--- src/rtl/serial_tx.sv ---
// serial_tx: frame transmitter producing preamble, MSB-first data and optional
// even parity, one bit per clock, with registered outputs and a done pulse.
module serial_tx #(
    parameter int                 WIDTH     = 8,
    parameter int                 PRE_LEN   = 4,
    parameter logic [PRE_LEN-1:0] PREAMBLE  = 4'b1101,
    parameter int                 PARITY_EN = 1
) (
    input  logic             Clk,
    input  logic             reset,
    input  logic             start,
    input  logic [WIDTH-1:0] din,
    output logic             X,
    output logic             X_valid,
    output logic             busy,
    output logic             done
);

    localparam int MAXL = (PRE_LEN > WIDTH) ? PRE_LEN : WIDTH;
    localparam int CW   = $clog2(MAXL + 1);
    localparam logic [CW-1:0] PRE_TOP = CW'(PRE_LEN - 1);
    localparam logic [CW-1:0] DAT_TOP = CW'(WIDTH - 1);

    typedef enum logic [1:0] {
        IDLE,
        PRE,
        DATA,
        PAR
    } state_t;

    state_t             state, state_n;
    logic [CW-1:0]      cnt, cnt_n;
    logic [WIDTH-1:0]   sh, sh_n;
    logic               par, par_n;
    logic               fin, fin_n;
    logic               x_c, v_c;
    logic [PRE_LEN-1:0] pre_sh;

    // State, counter, data and the registered output stage.
    // Outputs trail the state by one edge; busy gates acceptance so the
    // edge that ends the last frame bit cannot start a new frame.
    always_ff @(posedge Clk or posedge reset) begin
        if (reset) begin
            state   <= IDLE;
            cnt     <= '0;
            sh      <= '0;
            par     <= 1'b0;
            fin     <= 1'b0;
            X       <= 1'b0;
            X_valid <= 1'b0;
            busy    <= 1'b0;
            done    <= 1'b0;
        end else begin
            state   <= state_n;
            cnt     <= cnt_n;
            sh      <= sh_n;
            par     <= par_n;
            fin     <= fin_n;
            X       <= x_c;
            X_valid <= v_c;
            busy    <= v_c;
            done    <= fin;
        end
    end

    // Next-state, datapath update and the bit to present next cycle.
    always_comb begin
        state_n = state;
        cnt_n   = cnt;
        sh_n    = sh;
        par_n   = par;
        fin_n   = 1'b0;
        x_c     = 1'b0;
        v_c     = 1'b0;
        pre_sh  = PREAMBLE >> cnt;
        unique case (state)
            IDLE: begin
                if (start && !busy) begin
                    sh_n    = din;
                    par_n   = ^din;
                    cnt_n   = PRE_TOP;
                    state_n = PRE;
                end
            end
            PRE: begin
                x_c = pre_sh[0];
                v_c = 1'b1;
                if (cnt == '0) begin
                    cnt_n   = DAT_TOP;
                    state_n = DATA;
                end else begin
                    cnt_n = cnt - 1'b1;
                end
            end
            DATA: begin
                x_c  = sh[WIDTH-1];
                v_c  = 1'b1;
                sh_n = sh << 1;
                if (cnt == '0) begin
                    if (PARITY_EN != 0) begin
                        state_n = PAR;
                    end else begin
                        state_n = IDLE;
                        fin_n   = 1'b1;
                    end
                end else begin
                    cnt_n = cnt - 1'b1;
                end
            end
            PAR: begin
                x_c     = par;
                v_c     = 1'b1;
                state_n = IDLE;
                fin_n   = 1'b1;
            end
            default: begin
                state_n = IDLE;
            end
        endcase
    end

endmodule

--- config.mk ---
export PLATFORM = sky130hd
export DESIGN_NAME = serial_tx
export DESIGN_NICKNAME = d
export VERILOG_FILES = /design/src/rtl/serial_tx.sv
export SDC_FILE = /design/constraint.sdc
export NUM_CORES = 1
export LEC_CHECK = 0
export BUFFER_PORTS_ARGS = -buffer_cell sky130_fd_sc_hd__buf_2
export CAP_MARGIN = 25
export CORE_AREA = 2 2 49 51
export CTS_BUF_LIST = sky130_fd_sc_hd__clkbuf_4 sky130_fd_sc_hd__clkbuf_8 sky130_fd_sc_hd__clkbuf_16
export CTS_CLUSTER_DIAMETER = 100
export CTS_CLUSTER_SIZE = 16
export DETAILED_ROUTE_END_ITERATION = 6
export DIE_AREA = 0 0 51 53
export HOLD_SLACK_MARGIN = 0.03
export MAX_ROUTING_LAYER = met4
export PLACE_DENSITY_LB_ADDON = 0.05
export RECOVER_POWER = 50
export SYNTH_ARGS = -nofsm -noshare
export SYNTH_HDL_FRONTEND = slang
export SYNTH_SLANG_ARGS = --single-unit
--- constraint.sdc ---
create_clock -name Clk -period 1.85 [get_ports Clk]
set_input_delay 0.0925 -clock Clk [delete_from_list [all_inputs] [get_ports Clk]]
set_output_delay 0.0925 -clock Clk [all_outputs]
set_load 0.005 [all_outputs]
## Yosys cells after proc, flatten, opt, wreduce, memory -nomap -nowiden

Cells that the tools add are included.

- Output and inout port bits: 4
- Word-level logic and storage cells: 42
- Flip-flop bits (word level): 19
- Input bits: 11

- Muxes and demuxes: 13
- Eq/ne operators: 7
- Add/subtract/negate cells: 1
- Shift operators: 1
- Reductions and logical operators: 12

Operator list:

| kind | number |
|---|---|
| case mux 8 bit (2 select lines) | 1 |
| two-way mux 4 bit | 3 |
| case mux 4 bit (3 select lines) | 1 |
| two-way mux 8 bit | 1 |
| != test 2 bit (second input constant) | 4 |
| case mux 2 bit (4 select lines) | 1 |
| XOR reduction 8 bit | 1 |
| two-way mux 2 bit | 3 |
| AND reduction 3 bit | 2 |
| == test 2 bit (second input constant) | 2 |
| zero test 4 bit | 1 |
| AND reduction 2 bit | 2 |
| right shift 4 x 4 -> 1 bit (first input constant) | 1 |
| subtractor 4 x 1 -> 4 bit (second input constant) | 1 |
| case mux 1 bit (3 select lines) | 1 |
| nonzero test 3 bit | 1 |
| OR reduction 3 bit | 1 |
| == test 2 x 1 -> 1 bit (second input constant) | 1 |
| zero test 2 bit | 1 |
| two-way mux 1 bit | 2 |
| nonzero test 2 bit | 1 |
| logical AND 1 bit | 1 |
| zero test 1 bit | 1 |

## Depth between registers and ports, before layout

Gate-level depths: netlist of the first run.

- Word-level depth: 4
- Depth in mapped cells: 7
- Mapped depth without buffers: 6

## Least setup slack after synthesis of the first run

No wires, ideal clock.

- Path kind: register to register
- From: reg cnt[0]
- To: reg cnt[1]
- Path buffers: 0
- Data required time: 1.729 ns
- Setup slack: 0.332 ns
- Library setup time: 0.121 ns
- Arrival time: 1.397 ns
- Cell stages (with the launch flop): 6
- Period minus slack after synthesis: 1.518 ns
- Path through: dfrtp_1 inv_1 ha_1 or3b_4 o21a_1 o22a_1

- Word-level cells in the longest chain between the ends: 3
- Elaborated cells on any way between the ends: 7
- Classes of those cells: add/sub: 1; eq/ne: 1; mux: 3; reduce/logical: 2

RTL lines:

| what | line | text |
|---|---|---|
| start: declaration | 32 | `logic [CW-1:0] cnt, cnt_n;` |
| start signal: assignment | 55 | `cnt <= cnt_n;` |
| subtractor 4 x 1 -> 4 bit or zero test 4 bit (tied branches) | - |  |
| two-way mux 4 bit (tied with other cells) | 99 | `if (cnt == '0) begin` |
| case mux 4 bit (3 select lines) or AND reduction 3 bit (tied branches) | - |  |

Parallel ways exist; a longest one is shown, timed or not. The select of a mux whose other input is x is not followed.
A chain may end at the register's enable or synchronous reset.

## Worst setup path after layout of the first run

Same ends and word-level chain as after synthesis.

==> impl_metrics.json, run 1 <==
{
  "dr_total_vias": 776,
  "min_period_over_period_pct": 87.5,
  "rrSetupSlack_ns": 0.23,
  "overflow": 0,
  "crit-reg2reg-capture": "cnt[1]",
  "n_fill_cell": 199,
  "synth_compound_area_share_pct": 17.7,
  "cp_max_fo": 5,
  "ant_nets": 0,
  "syn_inst": 102,
  "nets": 139,
  "synthAdderAreaFrac_pct": 8.46,
  "clock_skew_ns": 0.00588,
  "rr_worst_depth": 5,
  "fin_util_pct": 54.8,
  "grt_pass1_vias": 783,
  "synth_mux_area_share_pct": 6.77,
  "layout-drive-gt1-share_pct": 19.2,
  "start_kind": "flip-flop",
  "crit_type": "reg2reg",
  "area_delta_synth_final_pct": 13.8,
  "grtUsageMet3_pct": 3.39,
  "syn_avg_cell_area_um2": 10.1,
  "setup-violations-final": 0,
  "first_pass_iters": 4,
  "clk_pin_slew_ns": 0.11,
  "cp.required_ns": 2.05,
  "vias_per_cell": 5.24,
  "setup_slack_ns": 0.232,
  "hold_class": "in2reg",
  "start_util_pct": 48.2,
  "h-tree-depth": 1,
  "finalSetupTns_ns": 0,
  "crit_start": "cnt[0]",
  "cts_buffers": 3,
  "final_area_um2": 1180,
  "yosysWarnings": 0,
  "placed_cells": 143,
  "place_ws_ns": 0.158,
  "synth_top_family_by_area": "compound AO/OA/AOI/OAI gates",
  "synthSimpleGateAreaFrac_pct": 10.6,
  "syn-cell-area_um2": 1030,
  "rsz0062_at_grt": "no",
  "synth_cell_types": 27,
  "grt.busiest_layer": "met2",
  "grt_first_pass_wirelength_um": 3370,
  "final_max_slew_viol_count": 0,
  "powerDensity_nw_per_um2": 1660,
  "n_antenna_cell": 0,
  "crit_path_end_kind": "flip-flop",
  "cts_root_buf": "clkbuf_4",
  "hold_violations": 0,
  "fin_cells": 148,
  "antenna_found_initial": 0,
  "std_cell_rows": 17,
  "clk_path_buf_depth": 2,
  "run_status": "finished, final reports clean",
  "port_buffers": 14,
  "met2_usage_pct": 27.3,
  "clock_latency_ns": 0.30,
  "worst_pin_slew_ns": 0.742,
  "grtUsageTotal_pct": 17.8,
  "peakVddDrop_v": 0.000760,
  "clock_sinks": 19,
  "dp_hpwl_um": 1420,
  "wl_per_cell_um": 13.1,
  "drt-total-wl_um": 1950,
  "synth.net_count": 120,
  "cts_tree": "done",
  "max-slew-margin-rel_pct": 50.5,
  "globalplace.congestion": 0.872,
  "arrival_ns": 1.82,
  "drc": 0,
  "synth_seq_cells": 19,
  "crit_end": "cnt[1]",
  "p_total_mw": 1.96,
  "max_cap_viol_count": 0,
  "dpl_cell_area_um2": 1140,
  "die_y_um": 53,
  "max_freq_mhz": 618,
  "synth-xor-area-share_pct": 5.93,
  "die-width_um": 51,
  "design.die.area_um2": 2700,
  "use_met1_pct": 21.0,
  "multi_input_area_um2": 513,
  "grt_max_degree": 20,
  "num_io_pins": 15,
  "dr.first_iter.drc_count": 10,
  "min_from": "din[0]",
  "power_leakage_nw": 0.562,
  "whs_ns": 0.0483,
  "yosysSeqAreaShare_pct": 45.9,
  "seqCellArea_um2": 475,
  "post-route-min-period_ns": 1.62,
  "r2r_start": "cnt[0]",
  "core_um2": 2150
}
-- layout make-up --
cell class / instances / area share, %
clock buffer: 4 / 2.55
tap: 28 / 2.98
inverter: 8 / 2.55
sequential: 19 / 40.4
timing repair buffer: 17 / 7.97
multi-input combinational: 72 / 43.6
-- cells by family after synthesis --
kind of cell	count (synthesis)
AOI/OAI and AO/OA	27
and+or+nand+nor	24
DFF	19
buffers and inverters	11
xor gates and xnor gates	7
muxes	7
adders and majority gates	7
-- critical path, stage by stage, from the launching register on --
cell and delay [ns]:
dfrtp_1 0.43, inv_1 0.07, ha_1 0.20, or3b_4 0.43, o21a_1 0.20, o22a_1 0.19
-- per-layer routing --
metal,vias up,part of all wire (%)
met5,-,0
met4,0,4.0
met3,7,3.4
met2,17,47
met1,365,46
li1,387,-
-- registers in the layout (all words and copies together) (netlist names) --
register  cells
cnt           4
X             1
par           1
sh            8
busy          1
state         2
fin           1
done          1
-- where the power goes --
| part | switching [mW] | internal [mW] |
|---|---|---|
| Sequential | 0.120 | 0.602 |
| Combinational | 0.554 | 0.448 |
| Clock | 0.131 | 0.0988 |
-- worst min path at each step --
stage	to	slack, ns	depth (start not counted)
after floorplan	X	0.04	1
after global placement	done	0.25	2
after detailed placement	done	0.25	2
after CTS	sh[0]	0.05	3
after global routing	sh[0]	0.05	3
final	sh[0]	0.05	3
-- Yosys cell counts --
cell type | count | share of area (%)
buf_4 | 1 | 0.73
nand3b_1 | 1 | 0.73
ha_1 | 7 | 8.5
dfrtp_1 | 19 | 46
o21ai_1 | 2 | 0.97
o22a_1 | 2 | 1.7
or2_1 | 1 | 0.60
a22o_1 | 1 | 0.85
nor2_1 | 4 | 1.5
a32o_1 | 1 | 0.97
o21ai_0 | 10 | 4.8
a21oi_2 | 1 | 0.85
buf_2 | 2 | 0.97
nand2b_1 | 1 | 0.60
o211a_1 | 1 | 0.97
inv_1 | 8 | 2.9
a21oi_1 | 3 | 1.5
a22oi_2 | 1 | 1.2
or3b_4 | 1 | 1.1
nor3_1 | 1 | 0.48
mux2i_1 | 7 | 6.8
a222oi_1 | 1 | 0.97
o21a_1 | 2 | 1.5
and3_1 | 1 | 0.60
a211oi_1 | 2 | 1.5
xnor2_1 | 7 | 5.9
nand2_1 | 14 | 5.1
-- layout by cell type (no fill, tap or decap), drive strengths merged --
cell type	netlist	final
nand2	14	14
nor2	4	4
o211a	1	1
a32o	1	1
dlygate4sd3	0	1
nand3b	1	1
ha	7	7
dfrtp	19	19
mux2i	7	7
or2	1	1
a22oi	1	1
o21ai	12	12
nand2b	1	1
xnor2	7	7
and3	1	1
a222oi	1	1
o21a	2	2
a21oi	4	4
or3b	1	1
nor3	1	1
buf	3	15
a211oi	2	2
inv	8	8
clkbuf	0	5
o22a	2	2
a22o	1	1
-- repair_timing --
item                                    4_1_cts  5_1_grt
endpoints found under the setup margin        0        7
buffers inserted                              0        0
gates resized for setup                       0        1
endpoints found under the hold margin        19        0
hold buffers                                  1        0
No activity file was read; power rests on OpenSTA's default activity.
==> run 2: changes to the inputs <==
--- a/config.mk
+++ b/config.mk
@@ -8,7 +8,7 @@
 export BUFFER_PORTS_ARGS = -buffer_cell sky130_fd_sc_hd__buf_2
 export CAP_MARGIN = 25
 export CORE_AREA = 2 2 49 51
-export CTS_BUF_LIST = sky130_fd_sc_hd__clkbuf_4 sky130_fd_sc_hd__clkbuf_8 sky130_fd_sc_hd__clkbuf_16
+export CTS_BUF_LIST = sky130_fd_sc_hd__clkbuf_8
 export CTS_CLUSTER_DIAMETER = 100
 export CTS_CLUSTER_SIZE = 16
 export DETAILED_ROUTE_END_ITERATION = 6
==> impl_metrics.json, run 2 (synthesized netlist as in run 1, its figures left out) <==
{
  "grt_first_pass_wirelength_um": 3360,
  "crit_chain": "inv_1 -> ha_1 -> a21oi_1 -> nand2_1 -> o22a_1",
  "max_cap_viol_count": 0,
  "max-slew-margin-rel_pct": 50.4,
  "run_status": "finished, final reports clean",
  "dp_hpwl_um": 1420,
  "worst_pin_slew_ns": 0.743,
  "finalSetupTns_ns": 0,
  "switchingPower_uw": 802,
  "n_fill_cell": 197,
  "arrival_ns": 1.77,
  "crit_path_end_kind": "flip-flop",
  "dr.first_iter.drc_count": 8,
  "die-width_um": 51,
  "globalplace.congestion": 0.872,
  "placed_cells": 143,
  "fin_cells": 148,
  "post-route-min-period_ns": 1.63,
  "hold_class": "in2reg",
  "path_buf_inv": 1,
  "port_buffers": 14,
  "final_area_um2": 1190,
  "cts_buffers": 3,
  "drt-total-wl_um": 1910,
  "vias_per_cell": 5.20,
  "overflow": 0,
  "h-tree-depth": 1,
  "use_met1_pct": 20.7,
  "cp.required_ns": 1.99,
  "cp_max_fo": 5,
  "first_pass_iters": 4,
  "crit_type": "reg2reg",
  "grt_max_degree": 20,
  "swShare_pct": 40.1,
  "clock_latency_ns": 0.25,
  "min_period_over_period_pct": 88.1,
  "p_total_mw": 2.00,
  "max_stage_delay_ns": 0.42,
  "core_um2": 2150,
  "cts_root_buf": "clkbuf_8",
  "rsz0062_at_grt": "no",
  "top_register": "sh",
  "clock_sinks": 19,
  "met2_usage_pct": 28.1,
  "peakVddDrop_v": 0.000762,
  "layout_commonest_cell": "dfrtp_1",
  "final_max_slew_viol_count": 0,
  "drc": 0,
  "die_y_um": 53,
  "cts_setup_buffers": 0,
  "max_freq_mhz": 614,
  "layout-drive-gt1-share_pct": 18.3,
  "area_delta_synth_final_pct": 15.2,
  "powerDensity_nw_per_um2": 1680,
  "pwr-share-clk_pct": 14.0,
  "num_io_pins": 15,
  "grtUsageMet3_pct": 3.39,
  "largest_register_ffs": 8,
  "start_kind": "flip-flop",
  "internal-power_mw": 1.20,
  "nets": 139,
  "clk_path_buf_depth": 2,
  "reg_top3": "sh: 8 flops, cnt: 4 flops, state: 2 flops",
  "start_util_pct": 48.2,
  "dr_total_vias": 770,
  "critPathTopFamily": "compound AO/OA/AOI/OAI gates",
  "wl_per_cell_um": 12.9,
  "antenna_found_initial": 0,
  "std_cell_rows": 17,
  "n_antenna_cell": 0,
  "grt_pass1_vias": 780,
  "final_cell_mix": "dfrtp_1 (19), nand2_1 (14), buf_2 (13)",
  "grt.busiest_layer": "met2",
  "dpl_cell_area_um2": 1140,
  "combPwrFrac_pct": 49.9,
  "ant_nets": 0,
  "grtUsageTotal_pct": 17.3,
  "clk_pin_slew_ns": 0.07,
  "hold_violations": 0,
  "clock_skew_ns": 0.00262,
  "seqPwrFrac_pct": 36.1,
  "cts_tree": "done",
  "slowest_stage": "dfrtp_1",
  "design.die.area_um2": 2700,
  "power_leakage_nw": 0.570,
  "setup-violations-final": 0
}
[run 2: tightest hold or removal path: cells and delay by family]
kind | cells | cell delay (ns)
AO/OA/AOI/OAI | 1 | 0.06
buffers and inverters | 1 | 0.11
AND/OR/NAND/NOR | 1 | 0.05
[run 2: cell type report]
type,count,area (um^2),share of cell area (%)
clock buffers,3,41.3,3.46
clock inverters,1,3.75,0.315
inverters,8,30.0,2.52
multi-input cells,72,513,43.0
flip-flops and latches,19,475,39.9
well taps,28,35.0,2.94
repair buffers,17,93.8,7.87
[run 2: repair_timing]
| action | in CTS | in global routing |
|---|---|---|
| endpoints found under the setup margin | 0 | 7 |
| gates resized for setup | 0 | 1 |
| endpoints found under the hold margin | 19 | 0 |
| hold buffers | 1 | 0 |
[run 2: path summary, 6_finish.rpt]
path | from | endpoint | slack, ns | cells past startpoint
worst max-delay path | state[0] | cnt[0] | 0.22 | 5
max in group asynchronous | reset | sh[4] | 0.88 | 3
worst max register to register | state[0] | cnt[0] | 0.22 | 5
min in group asynchronous | reset | cnt[3] | 0.51 | 3
worst min register to register | fin | done | 0.35 | 0
worst min-delay path | din[0] | sh[0] | 0.11 | 3
[run 2: per-stage QoR]
step | utilization [%] | worst slack [ns] | hold WS [ns]
floorplan | - | 0.332 | 0.0436
global placement | 52.9 | 0.238 | 0.253
detailed placement | 52.9 | 0.158 | 0.254
CTS | 55.5 | 0.139 | 0.114
global route | 55.5 | 0.102 | 0.118
finish | 55.5 | 0.220 | 0.111
[run 2: power groups by stage]
stage / Sequential [mW] / Clock [mW] / Combinational [mW]
6_report: 0.722 / 0.280 / 0.998
5_1_grt: 0.754 / 0.307 / 1.13
4_1_cts: 0.724 / 0.291 / 1.00
3_5_place_dp: 0.734 / 0 / 0.992
3_3_place_gp: 0.730 / 0 / 0.985
2_1_floorplan: 0.708 / 0 / 0.776
[run 2: routing by layer]
layer / share of wire (%) / vias up
li1: - / 386
met1: 45 / 362
met2: 49 / 16
met3: 3.2 / 6
met4: 2.1 / 0
met5: 0 / -
